File: src/rtl/regfile_sb_if.sv
// Register file access bus: read ports, ALU/load-return writes, load issue, scoreboard status.
interface regfile_sb_if #(
  parameter int unsigned XLEN = 32,
  parameter int unsigned AW   = 5
);
  logic [AW-1:0]   a1;
  logic [AW-1:0]   a2;
  logic [XLEN-1:0] rd1;
  logic [XLEN-1:0] rd2;
  logic            busy1;
  logic            busy2;
  logic            we;
  logic [AW-1:0]   a3;
  logic [XLEN-1:0] wd3;
  logic            we_ld;
  logic [AW-1:0]   a_ld;
  logic [XLEN-1:0] wd_ld;
  logic            iss_ld;
  logic [AW-1:0]   iss_a;
  logic [AW:0]     pend_cnt;

  modport master (
    output a1, a2, we, a3, wd3, we_ld, a_ld, wd_ld, iss_ld, iss_a,
    input  rd1, rd2, busy1, busy2, pend_cnt
  );

  modport slave (
    input  a1, a2, we, a3, wd3, we_ld, a_ld, wd_ld, iss_ld, iss_a,
    output rd1, rd2, busy1, busy2, pend_cnt
  );
endinterface

File: src/rtl/regfile_sb.sv
// Integer register file with write-to-read bypass and a per-register load scoreboard.
module regfile_sb #(
  parameter int unsigned XLEN = 32,
  parameter int unsigned NREG = 32,
  parameter int unsigned AW   = 5
) (
  input  logic         clk,
  input  logic         rst_n,
  regfile_sb_if.slave  bus
);

  localparam int unsigned CW = AW + 1;

  // Entry 0 is held at zero and never written, so synthesis folds it away.
  logic [XLEN-1:0] mem_q [NREG];
  logic [XLEN-1:0] mem_d [NREG];
  logic [NREG-1:0] pend_q;
  logic [NREG-1:0] pend_d;
  logic [CW-1:0]   cnt_q;
  logic [CW-1:0]   cnt_d;

  logic ld_v;
  logic iss_v;
  logic inc;
  logic dec;

  // Read mux: r0 reads zero, ALU write beats load return, then stored value.
  function automatic logic [XLEN-1:0] rd_mux(
    input logic [AW-1:0]   a,
    input logic            we,
    input logic [AW-1:0]   a3,
    input logic [XLEN-1:0] wd3,
    input logic            we_ld,
    input logic [AW-1:0]   a_ld,
    input logic [XLEN-1:0] wd_ld,
    input logic [XLEN-1:0] stored
  );
    logic [XLEN-1:0] r;
    r = stored;
    if (a == '0)                     r = '0;
    else if (we && (a3 == a))        r = wd3;
    else if (we_ld && (a_ld == a))   r = wd_ld;
    return r;
  endfunction

  // Next-state for storage, pending bits and pending count.
  always_comb begin
    mem_d  = mem_q;
    pend_d = pend_q;
    ld_v   = bus.we_ld && (bus.a_ld != '0);
    iss_v  = bus.iss_ld && (bus.iss_a != '0);

    // Load return first so a same-address ALU write overrides it.
    if (ld_v)                 mem_d[bus.a_ld] = bus.wd_ld;
    if (bus.we && (bus.a3 != '0)) mem_d[bus.a3] = bus.wd3;
    mem_d[0] = '0;

    // Clear before set so a new issue to a returning register stays pending.
    if (ld_v)  pend_d[bus.a_ld] = 1'b0;
    if (iss_v) pend_d[bus.iss_a] = 1'b1;
    pend_d[0] = 1'b0;

    // Count only real bit transitions.
    inc   = iss_v && pend_d[bus.iss_a] && !pend_q[bus.iss_a];
    dec   = ld_v && !pend_d[bus.a_ld] && pend_q[bus.a_ld];
    cnt_d = cnt_q + CW'(inc) - CW'(dec);
  end

  // State registers with asynchronous clear.
  always_ff @(posedge clk or negedge rst_n) begin
    if (!rst_n) begin
      for (int i = 0; i < int'(NREG); i++) mem_q[i] <= '0;
      pend_q <= '0;
      cnt_q  <= '0;
    end else begin
      mem_q  <= mem_d;
      pend_q <= pend_d;
      cnt_q  <= cnt_d;
    end
  end

  // Combinational read data and busy flags, masked by a same-cycle load return.
  always_comb begin
    bus.rd1 = rd_mux(bus.a1, bus.we, bus.a3, bus.wd3, bus.we_ld, bus.a_ld, bus.wd_ld,
                     mem_q[bus.a1]);
    bus.rd2 = rd_mux(bus.a2, bus.we, bus.a3, bus.wd3, bus.we_ld, bus.a_ld, bus.wd_ld,
                     mem_q[bus.a2]);
    bus.busy1 = (bus.a1 != '0) && pend_q[bus.a1] && !(bus.we_ld && (bus.a_ld == bus.a1));
    bus.busy2 = (bus.a2 != '0) && pend_q[bus.a2] && !(bus.we_ld && (bus.a_ld == bus.a2));
    bus.pend_cnt = cnt_q;
  end

endmodule
File: src/flat_wrapper.sv
// flat-port wrapper written by rule: the top's interface ports become plain ports
module regfile_sb_flat 
#(
  parameter int unsigned XLEN = 32,
  parameter int unsigned NREG = 32,
  parameter int unsigned AW   = 5
)
  (clk, rst_n, bus_a1, bus_a2, bus_we, bus_a3, bus_wd3, bus_we_ld, bus_a_ld, bus_wd_ld, bus_iss_ld, bus_iss_a, bus_rd1, bus_rd2, bus_busy1, bus_busy2, bus_pend_cnt);
  regfile_sb_if #(.XLEN(XLEN), .AW(AW)) bus_i ();
  input  logic clk;
  input  logic rst_n;
  input wire logic [$bits(bus_i.a1)-1:0] bus_a1;
  input wire logic [$bits(bus_i.a2)-1:0] bus_a2;
  input wire logic [$bits(bus_i.we)-1:0] bus_we;
  input wire logic [$bits(bus_i.a3)-1:0] bus_a3;
  input wire logic [$bits(bus_i.wd3)-1:0] bus_wd3;
  input wire logic [$bits(bus_i.we_ld)-1:0] bus_we_ld;
  input wire logic [$bits(bus_i.a_ld)-1:0] bus_a_ld;
  input wire logic [$bits(bus_i.wd_ld)-1:0] bus_wd_ld;
  input wire logic [$bits(bus_i.iss_ld)-1:0] bus_iss_ld;
  input wire logic [$bits(bus_i.iss_a)-1:0] bus_iss_a;
  output wire logic [$bits(bus_i.rd1)-1:0] bus_rd1;
  output wire logic [$bits(bus_i.rd2)-1:0] bus_rd2;
  output wire logic [$bits(bus_i.busy1)-1:0] bus_busy1;
  output wire logic [$bits(bus_i.busy2)-1:0] bus_busy2;
  output wire logic [$bits(bus_i.pend_cnt)-1:0] bus_pend_cnt;
  assign bus_i.a1 = bus_a1;
  assign bus_i.a2 = bus_a2;
  assign bus_i.we = bus_we;
  assign bus_i.a3 = bus_a3;
  assign bus_i.wd3 = bus_wd3;
  assign bus_i.we_ld = bus_we_ld;
  assign bus_i.a_ld = bus_a_ld;
  assign bus_i.wd_ld = bus_wd_ld;
  assign bus_i.iss_ld = bus_iss_ld;
  assign bus_i.iss_a = bus_iss_a;
  assign bus_rd1 = bus_i.rd1;
  assign bus_rd2 = bus_i.rd2;
  assign bus_busy1 = bus_i.busy1;
  assign bus_busy2 = bus_i.busy2;
  assign bus_pend_cnt = bus_i.pend_cnt;
  regfile_sb #(.XLEN(XLEN), .NREG(NREG), .AW(AW)) u_core (.clk(clk), .rst_n(rst_n), .bus(bus_i));
endmodule
File: config.mk
export PLATFORM = sky130hd
export DESIGN_NAME = regfile_sb_flat
export DESIGN_NICKNAME = d
export VERILOG_FILES = /design/src/rtl/regfile_sb_if.sv /design/src/rtl/regfile_sb.sv /design/src/flat_wrapper.sv
export SDC_FILE = /design/constraint.sdc
export NUM_CORES = 2
export LEC_CHECK = 0
export CAP_MARGIN = 20
export CORE_MARGIN = 2
export CORE_UTILIZATION = 56
export DETAILED_ROUTE_END_ITERATION = 10
export PLACE_DENSITY = 0.73
export SLEW_MARGIN = 20
export SYNTH_ARGS = -nofsm -noshare
export SYNTH_HDL_FRONTEND = slang
export SYNTH_SLANG_ARGS = --single-unit
File: constraint.sdc
create_clock -name clk -period 9.9 [get_ports clk]
set_input_delay 2.475 -clock clk [delete_from_list [all_inputs] [get_ports clk]]
set_output_delay 2.475 -clock clk [all_outputs]
set_load 0.02 [all_outputs]
==> impl.org <==
** Run status
- Outcome :: completed

** Routing
- WL final :: 238,100 um
- Initial drt markers :: approximately 8,400
- Pre-antenna DRT Iters :: 6
- Total number of vias :: between 50,000 and 60,000
- Routed via count divided by cell count :: 7.191
- Residual DRC :: 0
- Number of antenna-violating nets in the routed design :: 0
- Per-cell routed wire length :: 31.47 um

** Final layout
- Layout Area Growth over Synthesis :: 8.532%
- Nets@finish :: 6,033
- Count of placed standard cells in the final layout, fillers left out :: around 7,600
- Of the cells placed in the final design, the portion with a size suffix greater than 1 is about 17%.

** Min path
- The worst hold path begins at u_core.pend_q[10].
- Instance count along the most critical hold path :: 2
- Classification of the worst-slack hold path :: reg -> reg

** Yosys
- Cells taking the most area after synthesis :: sky130_fd_sc_hd__dfrtp_1 (39%), sky130_fd_sc_hd__mux4_2 (18%), sky130_fd_sc_hd__mux2i_1 (16%), sky130_fd_sc_hd__a21oi_1 (6.3%), sky130_fd_sc_hd__nor2_1 (4.7%)
- Cell type with the largest total area after synthesis :: sky130_fd_sc_hd__dfrtp_1
- Post-synth EDFFs :: 0
- Counting distinct cell types in the post-synthesis netlist gives 75.
- Number of storage elements in the synthesis netlist :: 1,029
- Yosys printed 0 warnings.
- Post-Synthesis Net Count :: 6,382
- Of the synthesized area, sequential elements account for about two fifths.
- Share of synthesized flip-flops with an asynchronous set or reset :: between 90% and 100%
- Most frequent cell after synthesis :: sky130_fd_sc_hd__mux2i_1
- Count of mapped cells out of synthesis :: 6,281
- Top flip-flop cell by instance count after synthesis :: sky130_fd_sc_hd__dfrtp_1
- A synthesized cell averages 10.58 sq um.
- Post-synth top area share :: 38.76%
- Ranked by instance count, the synthesized netlist is headed by sky130_fd_sc_hd__mux2i_1 (1,030), sky130_fd_sc_hd__dfrtp_1 (1,029), sky130_fd_sc_hd__a21oi_1 (842), sky130_fd_sc_hd__nor2_1 (830), sky130_fd_sc_hd__mux4_2 (541).
- Summing every instance area after synthesis gives 66,430 sq um.

** Floorplan
- Area enclosed by the die boundary :: 121,400 sq um
- I/O pin count :: around 170
- Once the floorplan was initialized, standard cells occupied a little under three fifths of the core.
- The total area inside the core boundary comes to ~120,000 sq um.
- Row cnt :: 126
- In this run the vertical extent of the chip is 348.4 um.
- In this run the horizontal extent of the chip is 348.4 um.

** Clock network
- The number of setup buffers added after CTS is 0.
- Clock tree synthesis selected as its root buffer the cell sky130_fd_sc_hd__clkbuf_16.
- Clk pin slew, worst setup/hold paths :: 0.06 ns
- Total CTS buffers :: 112
- Number of buffers on the longest clock path :: 3
- # resized after CTS :: 0
- Clock tree synthesis found a total of 1,029 sinks.
- Hold_buf cts :: 0
- Clock latency on the worst-skew pair, taken at its later pin, is about 0.7 ns.
- TritonCTS built the clock tree.
- Level count of the clock H-tree :: 3

** Setup path
- For the worst setup path, the data required time is 7.43 ns.
- Arrival time worst endpoint :: approximately 6.5 ns
- The worst setup path is launched from a primary input.
- STA classifies the critical path endpoint as a primary output.
- Critical R2R Launch :: u_core.pend_q[8]
- By startpoint and endpoint, the worst setup path is classified as in -> out.
- The most critical setup path has its startpoint at bus_a3[2].
- Peak fanout along the critical path :: 22
- The number of cells on the worst reg-to-reg path is 13.

** GRT
- The first global-routing pass estimated 349,800 um of wire.
- Global-route usage over all layers :: 38.72%
- Maximum number of pins on one net before global-route repair :: between 150 and 200
- The initial antenna violation count is 8.
- The number of global-route vias before repair is between 50,000 and 60,000.
- Aggregate global routing overflow :: 0

** STA
- Of the available clock period, the critical path in the final layout requires 90.97%.
- Based on the critical path, the design can be clocked at up to 0.1110 GHz.
- Setup violations remaining at the end of the flow were counted as 0.
- On the final layout, the worst clock skew is between 0.015 and 0.02 ns.
- Unrepaired setup endpoints after global routing :: no
- Shortest clock period the worst path allows after layout :: 9.006 ns
- Slew of the pin with the lowest slew margin :: ~1.3 ns
- The total count of max-transition violations in the final report was 0.
- Slew margin rel. :: 11.21%
- The number of failing hold endpoints at the final stage is 0.
- Setup total negative slack on the finished layout was measured at 0 ns.

** Power
- Leakage power :: 30.73 nW
- The design draws 0.01472 W.
- Pwr Density :: 204.2 nW/um^2
- VDD sags by at most about 0.00016 V.

** Placement
- At the end of routability-driven placement, the weighted congestion stood at 0.9460.
- Final HPWL DP :: 131,200 um
- Input and output buffers added on the ports amount to ~170.
- Placed cell count :: 7,353

** Job
- Maxcap violations :: 0
logic make-up (layout without fill, tap and decap cells):
group	Yosys count	count (layout)	share of synthesized area [%]
AOI/OAI and AO/OA	1470	1470	12.70
xor gates and xnor gates	27	27	0.3560
adders and majority gates	7	7	0.1431
buffers and inverters	829	575	5.569
DFF	1029	1029	38.76
muxes	1608	1608	34.49
other	0	4	0
and+or+nand+nor	1311	1311	7.978
layout make-up:
| cell class | count | area [sq um] |
|---|---|---|
| tap | 1536 | 1922 |
| clock buffer | 174 | 3369 |
| multi-input combinational | 4423 | 37420 |
| inverter | 22 | 82.58 |
| sequential | 1029 | 25750 |
| clock inverter | 35 | 350.3 |
| antenna | 4 | 10.01 |
| timing repair buffer | 344 | 3197 |
| fill | 9429 | 45830 |
worst max-delay path, stage by stage:
cell and delay, ns:
sky130_fd_sc_hd__clkdlybuf4s50_1 0.59, sky130_fd_sc_hd__xor2_1 0.25, sky130_fd_sc_hd__nor4_2 0.34, sky130_fd_sc_hd__nand3_2 0.53
sky130_fd_sc_hd__nand2_2 1.01, sky130_fd_sc_hd__buf_4 0.33, sky130_fd_sc_hd__o221ai_1 0.14, sky130_fd_sc_hd__a21oi_1 0.23
sky130_fd_sc_hd__clkdlybuf4s50_1 0.63
per-stage QoR:
step / hold slack (ns) / setup slack (ns) / cell area [sq um] / utilization [%]
4_1_cts: 0.5584 / 1.115 / 72060 / 61.11
2_1_floorplan: 0.4932 / 3.138 / 66430 / -
5_1_grt: 0.5951 / 0.8238 / 72100 / 61.14
3_3_place_gp: 0.5271 / 1.141 / 68350 / 57.96
3_5_place_dp: 0.5412 / 1.122 / 68340 / 57.95
6_report: 0.5668 / 0.8937 / 72100 / 61.14
cell usage in the layout (no fill, tap or decap), drive strengths merged, types with 15 or more instances in the layout:
cell type / Yosys / layout
o21ai: 314 / 314
a21oi: 842 / 842
inv: 22 / 24
mux4: 541 / 541
mux2: 37 / 37
clkdlybuf4s50: 0 / 150
dfrtp: 1029 / 1029
nand3: 15 / 15
mux2i: 1030 / 1030
a32oi: 63 / 63
buf: 296 / 194
o221ai: 65 / 65
xnor2: 15 / 15
clkbuf: 511 / 174
nor3: 17 / 17
a22oi: 34 / 34
a2111oi: 33 / 33
nor2: 837 / 837
a221oi: 63 / 63
nand2: 361 / 361
clkinv: 0 / 26
flip-flops by register name (all words and copies together) (netlist names):
register and count:
u_core.pend_q 31, u_core.bus.pend_cnt 6, u_core.mem_q 992
worst paths after layout:
kind	endpoint	slack, ns
max in group asynchronous	u_core.mem_q[829]	6.17
hold / removal	u_core.pend_q[10]	0.57
setup reg to reg	u_core.bus.pend_cnt[4]	6.66
min in group asynchronous	u_core.bus.pend_cnt[0]	1.66
hold reg to reg	u_core.pend_q[10]	0.57
setup / recovery	bus_rd1[26]	0.89
report_power, final:
group          leakage (nW)  internal (W)  total [W]  switching (W)
sequential             12.4       0.00536    0.00628       0.000923
clock                  1.85       0.00248    0.00432        0.00183
combinational          16.5       0.00225    0.00413        0.00187
per-layer routing:
layer | up-vias | GRT usage [%] | part of all wire [%]
met5 | - | 0.2401 | 0.039
met2 | 4085 | 58.06 | 45
met3 | 1029 | 10.64 | 13
li1 | 22471 | - | -
met4 | 10 | 23.85 | 6.8
met1 | 26817 | 50.22 | 36
(Power assumes the default switching activity.)
